$ cat config.mk
export PLATFORM = sky130hd
export DESIGN_NAME = stepper_move_sequencer_flat
export DESIGN_NICKNAME = d
export VERILOG_FILES = /design/src/rtl/stepper_move_sequencer_if.sv /design/src/rtl/stepper_move_sequencer.sv /design/src/flat_wrapper.sv
export SDC_FILE = /design/constraint.sdc
export NUM_CORES = 1
export LEC_CHECK = 0
export CAP_MARGIN = 40
export CORE_ASPECT_RATIO = 1.2
export CORE_UTILIZATION = 45
export CTS_CLUSTER_DIAMETER = 200
export DETAILED_ROUTE_END_ITERATION = 10
export DONT_BUFFER_PORTS = 1
export PLACE_DENSITY = 0.67
export SETUP_SLACK_MARGIN = 0.15
export SLEW_MARGIN = 20
export SYNTH_ARGS = -nofsm -noshare
export SYNTH_HDL_FRONTEND = slang
export SYNTH_SLANG_ARGS = --single-unit
$ cat constraint.sdc
create_clock -name clk -period 7.9 [get_ports clk]
set_clock_uncertainty 0.1 [all_clocks]
set_input_delay 1.58 -clock clk [delete_from_list [all_inputs] [get_ports clk]]
set_output_delay 1.58 -clock clk [all_outputs]
set_load 0.03 [all_outputs]
$ cat src/rtl/stepper_move_sequencer_if.sv
// Command channel between the host and stepper_move_sequencer.
// The host drives the command fields; the sequencer returns cmd_ready.
interface stepper_move_sequencer_if;
    logic        cmd_valid;
    logic        cmd_ready;
    logic [31:0] cmd_steps;
    logic        cmd_dir;
    logic [31:0] cmd_period_min;

    modport master (output cmd_valid, cmd_steps, cmd_dir, cmd_period_min, input cmd_ready);
    modport slave  (input cmd_valid, cmd_steps, cmd_dir, cmd_period_min, output cmd_ready);
endinterface

$ cat src/rtl/stepper_move_sequencer.sv
// One stepper move per command with a symmetric trapezoidal period ramp.
// Optional macro STEP_POSITION_EN adds a signed position counter with pos_clear.
module stepper_move_sequencer #(
    parameter int unsigned START_PERIOD = 1000,
    parameter int unsigned ACCEL_DELTA  = 50,
    parameter int unsigned PULSE_WIDTH  = 10,
    parameter int unsigned DIR_SETUP    = 20
) (
    input  logic                        clk,
    input  logic                        resetb,
    stepper_move_sequencer_if.slave     cmd,
    output logic                        step,
    output logic                        dir,
    output logic                        busy,
    output logic                        done,
    output logic [31:0]                 steps_done,
    output logic [31:0]                 cur_period
`ifdef STEP_POSITION_EN
    ,
    output logic signed [31:0]          position,
    input  logic                        pos_clear
`endif
);

    localparam logic [31:0] START_P    = 32'(START_PERIOD);
    localparam logic [31:0] PULSE_W    = 32'(PULSE_WIDTH);
    localparam logic [31:0] SETUP_LAST = 32'(DIR_SETUP) - 32'd1;
    localparam logic [31:0] PMIN_FLOOR = 32'(2 * PULSE_WIDTH);

    typedef enum logic [2:0] {IDLE, SETUP, ACCEL, CRUISE, DECEL, DONE} state_t;
    typedef enum logic [1:0] {RAMP_HOLD, RAMP_UP, RAMP_TOP, RAMP_DOWN} ramp_op_t;

    state_t      state, state_nxt;
    ramp_op_t    ramp_op;
    logic        accept;
    logic        running;
    logic        period_end;
    logic        last_step;
    logic [31:0] remaining;
    logic [31:0] rem_next;
    logic [31:0] ramp_cnt;
    logic [31:0] pmin;
    logic [31:0] pcnt;
    logic        near_pmin;

    function automatic logic [31:0] clamp_pmin(input logic [31:0] req);
        if (req < PMIN_FLOOR) return PMIN_FLOOR;
        if (req > START_P)    return START_P;
        return req;
    endfunction

    function automatic logic [31:0] sat_slow_down(input logic [31:0] p);
        logic [32:0] sum;
        sum = {1'b0, p} + 33'(ACCEL_DELTA);
        return (sum > {1'b0, START_P}) ? START_P : sum[31:0];
    endfunction

    function automatic logic [31:0] sat_dec(input logic [31:0] x);
        return (x == 32'd0) ? 32'd0 : x - 32'd1;
    endfunction

    assign running    = (state == ACCEL) || (state == CRUISE) || (state == DECEL);
    assign step       = running && (pcnt < PULSE_W);
    assign period_end = running && (pcnt == cur_period - 32'd1);
    assign last_step  = (remaining == 32'd1);
    assign rem_next   = sat_dec(remaining);
    // Compare without subtracting so a small cur_period cannot wrap.
    assign near_pmin  = ({1'b0, cur_period} <= ({1'b0, pmin} + 33'(ACCEL_DELTA)));

    always_ff @(posedge clk or negedge resetb) begin
        if (!resetb) state <= IDLE;
        else         state <= state_nxt;
    end

    always_comb begin
        state_nxt     = state;
        ramp_op       = RAMP_HOLD;
        accept        = 1'b0;
        cmd.cmd_ready = 1'b0;
        busy          = 1'b1;
        done          = 1'b0;
        case (state)
            IDLE: begin
                cmd.cmd_ready = 1'b1;
                busy          = 1'b0;
                if (cmd.cmd_valid) begin
                    accept    = 1'b1;
                    state_nxt = (cmd.cmd_steps == 32'd0) ? DONE : SETUP;
                end
            end
            SETUP: begin
                if (pcnt >= SETUP_LAST) state_nxt = ACCEL;
            end
            ACCEL: begin
                if (period_end) begin
                    if (last_step) begin
                        state_nxt = DONE;
                    end else if (rem_next <= ramp_cnt) begin
                        state_nxt = DECEL;
                        ramp_op   = RAMP_DOWN;
                    end else if (near_pmin) begin
                        state_nxt = CRUISE;
                        ramp_op   = RAMP_TOP;
                    end else begin
                        ramp_op   = RAMP_UP;
                    end
                end
            end
            CRUISE: begin
                if (period_end) begin
                    if (last_step) begin
                        state_nxt = DONE;
                    end else if (rem_next <= ramp_cnt) begin
                        state_nxt = DECEL;
                        ramp_op   = RAMP_DOWN;
                    end
                end
            end
            DECEL: begin
                if (period_end) begin
                    if (last_step) state_nxt = DONE;
                    else           ramp_op   = RAMP_DOWN;
                end
            end
            DONE: begin
                done      = 1'b1;
                state_nxt = IDLE;
            end
            default: state_nxt = IDLE;
        endcase
    end

    // Datapath: command latch, setup/period phase counter and ramp registers.
    always_ff @(posedge clk or negedge resetb) begin
        if (!resetb) begin
            remaining  <= 32'd0;
            ramp_cnt   <= 32'd0;
            pmin       <= START_P;
            pcnt       <= 32'd0;
            cur_period <= START_P;
            steps_done <= 32'd0;
            dir        <= 1'b0;
        end else if (accept) begin
            remaining  <= cmd.cmd_steps;
            dir        <= cmd.cmd_dir;
            steps_done <= 32'd0;
            ramp_cnt   <= 32'd0;
            cur_period <= START_P;
            pmin       <= clamp_pmin(cmd.cmd_period_min);
            pcnt       <= 32'd0;
        end else if (state == SETUP) begin
            pcnt <= (state_nxt == ACCEL) ? 32'd0 : pcnt + 32'd1;
        end else if (running) begin
            if (period_end) begin
                pcnt       <= 32'd0;
                steps_done <= steps_done + 32'd1;
                remaining  <= rem_next;
                case (ramp_op)
                    RAMP_UP: begin
                        cur_period <= cur_period - 32'(ACCEL_DELTA);
                        ramp_cnt   <= ramp_cnt + 32'd1;
                    end
                    RAMP_TOP: begin
                        cur_period <= pmin;
                        ramp_cnt   <= ramp_cnt + 32'd1;
                    end
                    RAMP_DOWN: begin
                        cur_period <= sat_slow_down(cur_period);
                        ramp_cnt   <= sat_dec(ramp_cnt);
                    end
                    default: ;
                endcase
            end else begin
                pcnt <= pcnt + 32'd1;
            end
        end
    end

`ifdef STEP_POSITION_EN
    // Clear wins over a step completing in the same cycle.
    always_ff @(posedge clk or negedge resetb) begin
        if (!resetb)         position <= 32'sd0;
        else if (pos_clear)  position <= 32'sd0;
        else if (period_end) position <= dir ? position + 32'sd1 : position - 32'sd1;
    end
`endif

endmodule

$ cat src/flat_wrapper.sv
// flat-port wrapper written by rule: the top's interface ports become plain ports
module stepper_move_sequencer_flat 
#(
    parameter int unsigned START_PERIOD = 1000,
    parameter int unsigned ACCEL_DELTA  = 50,
    parameter int unsigned PULSE_WIDTH  = 10,
    parameter int unsigned DIR_SETUP    = 20
)
  (clk, resetb, step, dir, busy, done, steps_done, cur_period, cmd_cmd_valid, cmd_cmd_steps, cmd_cmd_dir, cmd_cmd_period_min, cmd_cmd_ready);
  stepper_move_sequencer_if cmd_i ();
  input  logic clk;
  input  logic resetb;
  output logic step;
  output logic dir;
  output logic busy;
  output logic done;
  output logic [31:0] steps_done;
  output logic [31:0] cur_period;
  input wire logic [$bits(cmd_i.cmd_valid)-1:0] cmd_cmd_valid;
  input wire logic [$bits(cmd_i.cmd_steps)-1:0] cmd_cmd_steps;
  input wire logic [$bits(cmd_i.cmd_dir)-1:0] cmd_cmd_dir;
  input wire logic [$bits(cmd_i.cmd_period_min)-1:0] cmd_cmd_period_min;
  output wire logic [$bits(cmd_i.cmd_ready)-1:0] cmd_cmd_ready;
  assign cmd_i.cmd_valid = cmd_cmd_valid;
  assign cmd_i.cmd_steps = cmd_cmd_steps;
  assign cmd_i.cmd_dir = cmd_cmd_dir;
  assign cmd_i.cmd_period_min = cmd_cmd_period_min;
  assign cmd_cmd_ready = cmd_i.cmd_ready;
  stepper_move_sequencer #(.START_PERIOD(START_PERIOD), .ACCEL_DELTA(ACCEL_DELTA), .PULSE_WIDTH(PULSE_WIDTH), .DIR_SETUP(DIR_SETUP)) u_core (.clk(clk), .resetb(resetb), .cmd(cmd_i), .step(step), .dir(dir), .busy(busy), .done(done), .steps_done(steps_done), .cur_period(cur_period));
endmodule
**Word-level counts from Yosys, hierarchy flattened**

Cells that the tools add are included.

- Input bits: 68
- Bits in latches: 0
- Word-level logic and storage cells: 116
- RAM bits: 0
- Memories kept: 0
- Register bits: 196
- ROM bits: 0

- Div/mod/pow operators: 0
- Reductions and logical operators: 17
- Magnitude comparators: 7
- Multiply operators: 0
- Add/subtract/negate cells: 9
- Bitwise operators: 0
- Equality and inequality tests: 12
- Shifts and indexed selects: 0
- Mux-type cells: 63

Operators by type and width:

| operator | count |
|---|---|
| 32-bit two-way mux | 28 |
| 32-bit by 1-bit adder with 32-bit output (second input constant) | 3 |
| 32-bit logical NOT | 3 |
| 32-bit case mux with 3 select lines | 1 |
| 32-bit by 1-bit subtractor with 32-bit output (second input constant) | 3 |
| 32-bit by 6-bit adder with 33-bit output (second input constant) | 2 |
| 32-bit case mux with 2 select lines | 1 |
| 3-bit two-way mux | 12 |
| 33-bit by 10-bit greater-than comparator with 1-bit output (second input constant) | 1 |
| 32-bit by 33-bit <= comparator with 1-bit output | 1 |
| 32-bit by 1-bit equality test with 1-bit output (second input constant) | 1 |
| 32-bit equality test | 1 |
| 32-bit by 5-bit >= comparator with 1-bit output (second input constant) | 1 |
| 32-bit by 10-bit greater-than comparator with 1-bit output (second input constant) | 1 |
| 32-bit <= comparator | 1 |
| 32-bit by 4-bit less-than comparator with 1-bit output (second input constant) | 1 |
| 32-bit by 5-bit less-than comparator with 1-bit output (second input constant) | 1 |
| 32-bit by 6-bit subtractor with 32-bit output (second input constant) | 1 |
| 2-bit two-way mux | 9 |
| 3-bit case mux with 5 select lines | 1 |
| 1-bit two-way mux | 10 |
| 3-bit by 2-bit equality test with 1-bit output (second input constant) | 3 |
| 4-bit AND reduction | 2 |
| 3-bit equality test (second input constant) | 2 |
| other kinds (13) | 18 |

**Logic depth before layout (Yosys ltp)**

- Depth in word-level cells: 14
- Depth in mapped cells: 31
- Gate-level depth less buffers: 29

**Least setup slack after synthesis**

OpenSTA, ideal clock, no wires.

- Path type: register to register
- From: register u_core.remaining[20]
- To: register u_core.ramp_cnt[12]
- Stages on the path, launching flop included: 31
- Arrival time: 6.246 ns
- Required time: 7.663 ns
- Buffers on the path: 3
- Clock period less this slack: 6.483 ns
- Path slack: 1.417 ns
- Path through: dfrtp_1 -> nor4_1 -> nor4bb_1 -> nand3b_1 -> nor4_1 -> inv_1 -> nor2_1 -> clkbuf_1 -> nor2_1 -> ha_1 -> a211oi_1 -> nor2_1 -> o21ai_0 -> a21oi_1 -> o311ai_0 -> o2bb2ai_1 -> o21ai_0 -> a211o_1 -> inv_1 -> ha_1 -> clkbuf_1 -> inv_1 -> nor3_1 -> nand2_1 -> nor3_1 -> nand4_1 -> nand2_1 -> clkbuf_1 -> nor3_1 -> a21oi_1 -> a21oi_1

- Cells in the longest elaborated chain, start to end: 14

RTL lines:

| item | line | RTL |
|---|---|---|
| start, declared | stepper_move_sequencer.sv:39 | `logic [31:0] remaining;` |
| start signal, assigned | stepper_move_sequencer.sv:144 | `remaining <= cmd.cmd_steps;` |
| start signal, assigned | stepper_move_sequencer.sv:157 | `remaining <= rem_next;` |
| 32-bit by 1-bit subtractor with 32-bit output / 32-bit logical NOT (equally long branches) | stepper_move_sequencer.sv:59 | `return (x == 32'd0) ? 32'd0 : x - 32'd1;` |
| 32-bit two-way mux | stepper_move_sequencer.sv:59 |  |
| 32-bit <= comparator | stepper_move_sequencer.sv:98, stepper_move_sequencer.sv:113 |  |
| 2-bit two-way mux, on equally long branches | stepper_move_sequencer.sv:113, stepper_move_sequencer.sv:98 |  |
| 2-bit two-way mux, on equally long branches | stepper_move_sequencer.sv:111, stepper_move_sequencer.sv:96 |  |
| 2-bit two-way mux, on equally long branches | stepper_move_sequencer.sv:110, stepper_move_sequencer.sv:95 |  |
| 2-bit case mux with 3 select lines * | stepper_move_sequencer.sv:82 | `case (state)` |
| 2-bit by 1-bit equality test with 1-bit output / 2-bit equality test (equally long branches) | stepper_move_sequencer.sv:158 | `case (ramp_op)` |
| 2-bit OR reduction (no line) | - |  |
| 32-bit case mux with 2 select lines | stepper_move_sequencer.sv:158 |  |
| 32-bit two-way mux | stepper_move_sequencer.sv:154 | `if (period_end) begin` |
| 32-bit two-way mux | stepper_move_sequencer.sv:153 | `end else if (running) begin` |
| 32-bit two-way mux | stepper_move_sequencer.sv:151 | `end else if (state == SETUP) begin` |
| 32-bit two-way mux | stepper_move_sequencer.sv:143 | `end else if (accept) begin` |
| end signal, assigned | stepper_move_sequencer.sv:161 | `ramp_cnt <= ramp_cnt + 32'd1;` |
| end signal, assigned | stepper_move_sequencer.sv:165 | `ramp_cnt <= ramp_cnt + 32'd1;` |
| end signal, assigned | stepper_move_sequencer.sv:169 | `ramp_cnt <= sat_dec(ramp_cnt);` |
| end, declared | stepper_move_sequencer.sv:41 | `logic [31:0] ramp_cnt;` |

Mark *: on every way between the ends. The rest lies on a longest branch, timed or not. The select of a mux whose other input is x is not followed.
A chain may end at the register's enable or synchronous reset.

**Worst setup path in the final report**

- From: register u_core.pmin[1]
- To: register u_core.ramp_cnt[30]

- Cells in the longest elaborated chain, start to end: 14

RTL lines:

| item | line | RTL |
|---|---|---|
| start, declared | stepper_move_sequencer.sv:42 | `logic [31:0] pmin;` |
| start signal, assigned | stepper_move_sequencer.sv:149 | `pmin <= clamp_pmin(cmd.cmd_period_min);` |
| 32-bit by 6-bit adder with 33-bit output * | stepper_move_sequencer.sv:68 | `assign near_pmin = ({1'b0, cur_period} <= ({1'b0, pmin} + 33'(ACCEL_DELTA)));` |
| 32-bit by 33-bit <= comparator with 1-bit output * | stepper_move_sequencer.sv:68 |  |
| 2-bit two-way mux * | stepper_move_sequencer.sv:101 | `end else if (near_pmin) begin` |
| 2-bit two-way mux * | stepper_move_sequencer.sv:98 | `end else if (rem_next <= ramp_cnt) begin` |
| 2-bit two-way mux * | stepper_move_sequencer.sv:96 | `if (last_step) begin` |
| 2-bit two-way mux * | stepper_move_sequencer.sv:95 | `if (period_end) begin` |
| 2-bit case mux with 3 select lines * | stepper_move_sequencer.sv:82 |  |
| 2-bit by 1-bit equality test with 1-bit output / 2-bit equality test (equally long branches) | stepper_move_sequencer.sv:158 |  |
| 2-bit OR reduction (no line) | - |  |
| 32-bit case mux with 2 select lines | stepper_move_sequencer.sv:158 |  |
| 32-bit two-way mux | stepper_move_sequencer.sv:154 |  |
| 32-bit two-way mux | stepper_move_sequencer.sv:153 |  |
| 32-bit two-way mux | stepper_move_sequencer.sv:151 |  |
| 32-bit two-way mux | stepper_move_sequencer.sv:143 |  |

Marks and branches as above.

==> summary.md <==
- 0 — antenna cells
- 0 — Port Buffers
- 2 — maximum buffer depth of the clock tree
- 15700 µm² — post-synthesis instance area
- 2067 — Final #Nets
- 16700 µm² — post-route cell area
- complete, no violations — outcome
- 0.458 — starting density of the core
- 139 MHz — maximum achievable frequency
- 115 nW/µm² — PD cells
- 0 — Remaining Overflow, GRT
- 209 x nor2_1, 184 x dfrtp_1, 167 x nand2_1, 141 x a21oi_1, 109 x clkbuf_1 — most common library cells after synthesis
- no — unrepaired setup endpoints after global routing
- 20.7 µm — routed len/inst
- nor2_1 — library cell with the highest instance count after synthesis
- dfrtp_1 — cell accounting for the most synthesized area
- 0.54 ns — biggest cell delay along the critical path
- 6.54% — Area Growth Syn to Fin
- flip-flop to flip-flop — classification of the worst-slack hold path
- nand3_1 — most prevalent standard cell on the critical path
- 2141 — net count of the mapped netlist
- 0 — final number of hold-violating endpoints
- 0 — number of enable-type register cells in the synthesized netlist
- 172 µm — Chip Width
- 35600 µm — dpl hpwl
- 14800 — via count of the first global-routing pass
- 15300 — total number of vias
- flip-flop — Critical Path End Type
- 197 — largest net degree at the start of global routing
- 0.925 — GP Congestion
- yes — clock tree from TritonCTS
- 196 — Clock Sinks
- 1.00 — async set-or-reset flop fraction in the synthesized netlist
- 0.47 ns — worst-skew pair later-pin latency
- 0 — final slew viol count
- 0 — synthesis warning total
- 0 — final setup vio count
- 0 — number of buffers inserted by hold repair at cts
- 0.314 — register area share after synthesis
- 7.86 µm² — average cell area after synthesis
- clkbuf_16 — root cell of the clock tree
- 196 — number of synthesized register bits
- 0 — number of maximum-capacitance violations
- 0.00679 µW — cell leakage power
- 8.20 ns — CP Data Required Time
- 49500 µm — WL final
- 0 — initial antenna violation count
- 6.42 — Via density
- 0.08 ns — clock-pin slew of the registers on the worst-case setup and hold paths
- 137 — ports placed on the boundary
- 79000 µm — wire length of the first global-routing pass
- 0 — total DRC errors in the routed layout
- 0 ns — setup tns final
- flip-flop to flip-flop — critical path class
- 6 — first drt pass iteration count
- 0.868 ns — measured slew at the worst slew-check pin
- 19 — Critical Path Fanout Max
- or3b_2 — cell with the biggest individual delay on the critical path
- 0.282 — global-route total usage across every layer
- 34200 µm² — area of the core
- dfrtp_1 — Main synth FF type
- 0 — remaining antenna violation count after routing
- 4 — count of H-tree levels built during CTS
- 16000 µm² — placed instance area
- flip-flop — crit path launch type
- dfrtp_1 29%, ha_1 6.4%, nor2_1 5.0% — top cells by area in the synthesized netlist
- 0.294 — Yosys top cell area share
- 141 µV — peak supply drop
- 35500 µm² — full die area
- 7.48 ns — Worst EP arrival
- 75 — Unique masters post-synth
- 206 µm — DIE HEIGHT
- 17 — total clock buffers created by CTS
- 0.0683 — share of post-route cells with drive strength above 1
- 0.909 — Tcrit/Tclk final
- 0.422 — headroom to the max-slew limit
- 1993 — post-synthesis instance total
- 7.18 ns — final critical delay including setup and external delays
- 74 — standard-cell row count
- 1529 — Detailed Route Iter0 Violations
-- repair_timing --
action	4_1_cts	5_1_grt
setup endpoints to repair	0	19
gates resized for setup	0	3
buffers inserted	0	0
-- layout by cell type, fill, tap and decap left out, types with 9 or more instances in the layout --
master | netlist | final
or4_1 | 28 | 28
dfstp_2 | 12 | 12
o211ai_1 | 11 | 11
nand2_1 | 167 | 165
xnor2_1 | 80 | 80
a21oi_1 | 141 | 141
nand2b_1 | 13 | 13
nor2_1 | 209 | 206
nand3b_1 | 9 | 9
buf_4 | 1 | 32
or3_1 | 34 | 34
a31oi_1 | 20 | 20
xor2_1 | 65 | 65
a211oi_1 | 15 | 15
nor4_1 | 65 | 64
nand3_1 | 104 | 104
a21o_1 | 15 | 15
a22oi_1 | 18 | 18
nand4_1 | 71 | 71
o31ai_1 | 10 | 10
clkbuf_16 | 0 | 17
a31o_2 | 17 | 17
and2_1 | 38 | 38
inv_1 | 65 | 65
and3_1 | 30 | 30
nor3_1 | 84 | 82
o21ai_0 | 91 | 91
dfrtp_1 | 184 | 184
and4_1 | 9 | 9
nor2b_1 | 12 | 12
ha_1 | 80 | 80
mux2i_1 | 23 | 23
o311ai_0 | 9 | 9
o22ai_1 | 39 | 39
-- stage by stage --
stage / std cells / total power (µW) / util / setup slack [ns] / hold slack [ns]
floorplan: 1993 / 1020 / - / 1.42 / 0.356
detailed placement: 2352 / 1030 / 0.469 / 0.570 / 0.398
global placement: 2346 / 1020 / 0.466 / 0.836 / 0.392
finish: 2388 / 1920 / 0.488 / 0.718 / 0.412
global route: 2388 / 1970 / 0.488 / 0.231 / 0.433
CTS: 2384 / 1930 / 0.486 / 0.565 / 0.410
-- critical path: cells and delay by family (launching register included) --
family | cells | cell delay (ns)
xor+xnor | 1 | 0.14
compound gates | 6 | 1.11
fa+ha+maj | 3 | 0.67
buf+inv | 2 | 0.27
simple gates | 16 | 4.38
flops | 1 | 0.44
-- registers in the layout, summed over array words and instances, names as in the netlist --
name / count
u_core.pmin: 32
u_core.cur_period: 32
u_core.steps_done: 32
u_core.ramp_cnt: 32
u_core.state: 3
u_core.remaining: 32
u_core.dir: 1
u_core.pcnt: 32
-- logic make-up after synthesis --
kind of cell    synth area share
simple gates               0.292
compound gates             0.182
buf+inv                   0.0507
flops                      0.314
xor+xnor                  0.0811
fa+ha+maj                 0.0639
mux                       0.0161
-- per-layer routing --
layer	vias to the layer above	wire length, µm	track usage
met5	-	0	0
met4	0	1840	0.134
met3	127	3000	0.0452
met2	581	24500	0.484
met1	7479	20200	0.343
li1	7145	-	-
-- power by group --
part / switching, µW / internal [µW] / total, µW
Sequential: 0 / 1000 / 1000
Combinational: 1.04 / 1.66 / 2.70
Clock: 466 / 445 / 911
Total: 467 / 1450 / 1920
-- area by class of cell --
cell class | count | area (µm²)
clock buffers | 19 | 453
clock inverters | 13 | 151
fillers | 3341 | 17500
inverters | 65 | 244
multi-input cells | 1598 | 9980
flip-flops and latches | 196 | 4920
well taps | 456 | 571
repair buffers | 41 | 358
-- final timing paths --
kind	slack, ns	cells past startpoint	endpoint	from
max	0.72	28	u_core.ramp_cnt[30]	u_core.pmin[1]
min	0.41	2	u_core.pmin[5]	u_core.pmin[5]
max reg2reg	0.72	28	u_core.ramp_cnt[30]	u_core.pmin[1]
min reg2reg	0.41	2	u_core.pmin[5]	u_core.pmin[5]
max in group asynchronous	6.50	0	u_core.cur_period[20]	resetb
min in group asynchronous	0.71	0	u_core.pcnt[23]	resetb
(Power assumes the default switching activity.)
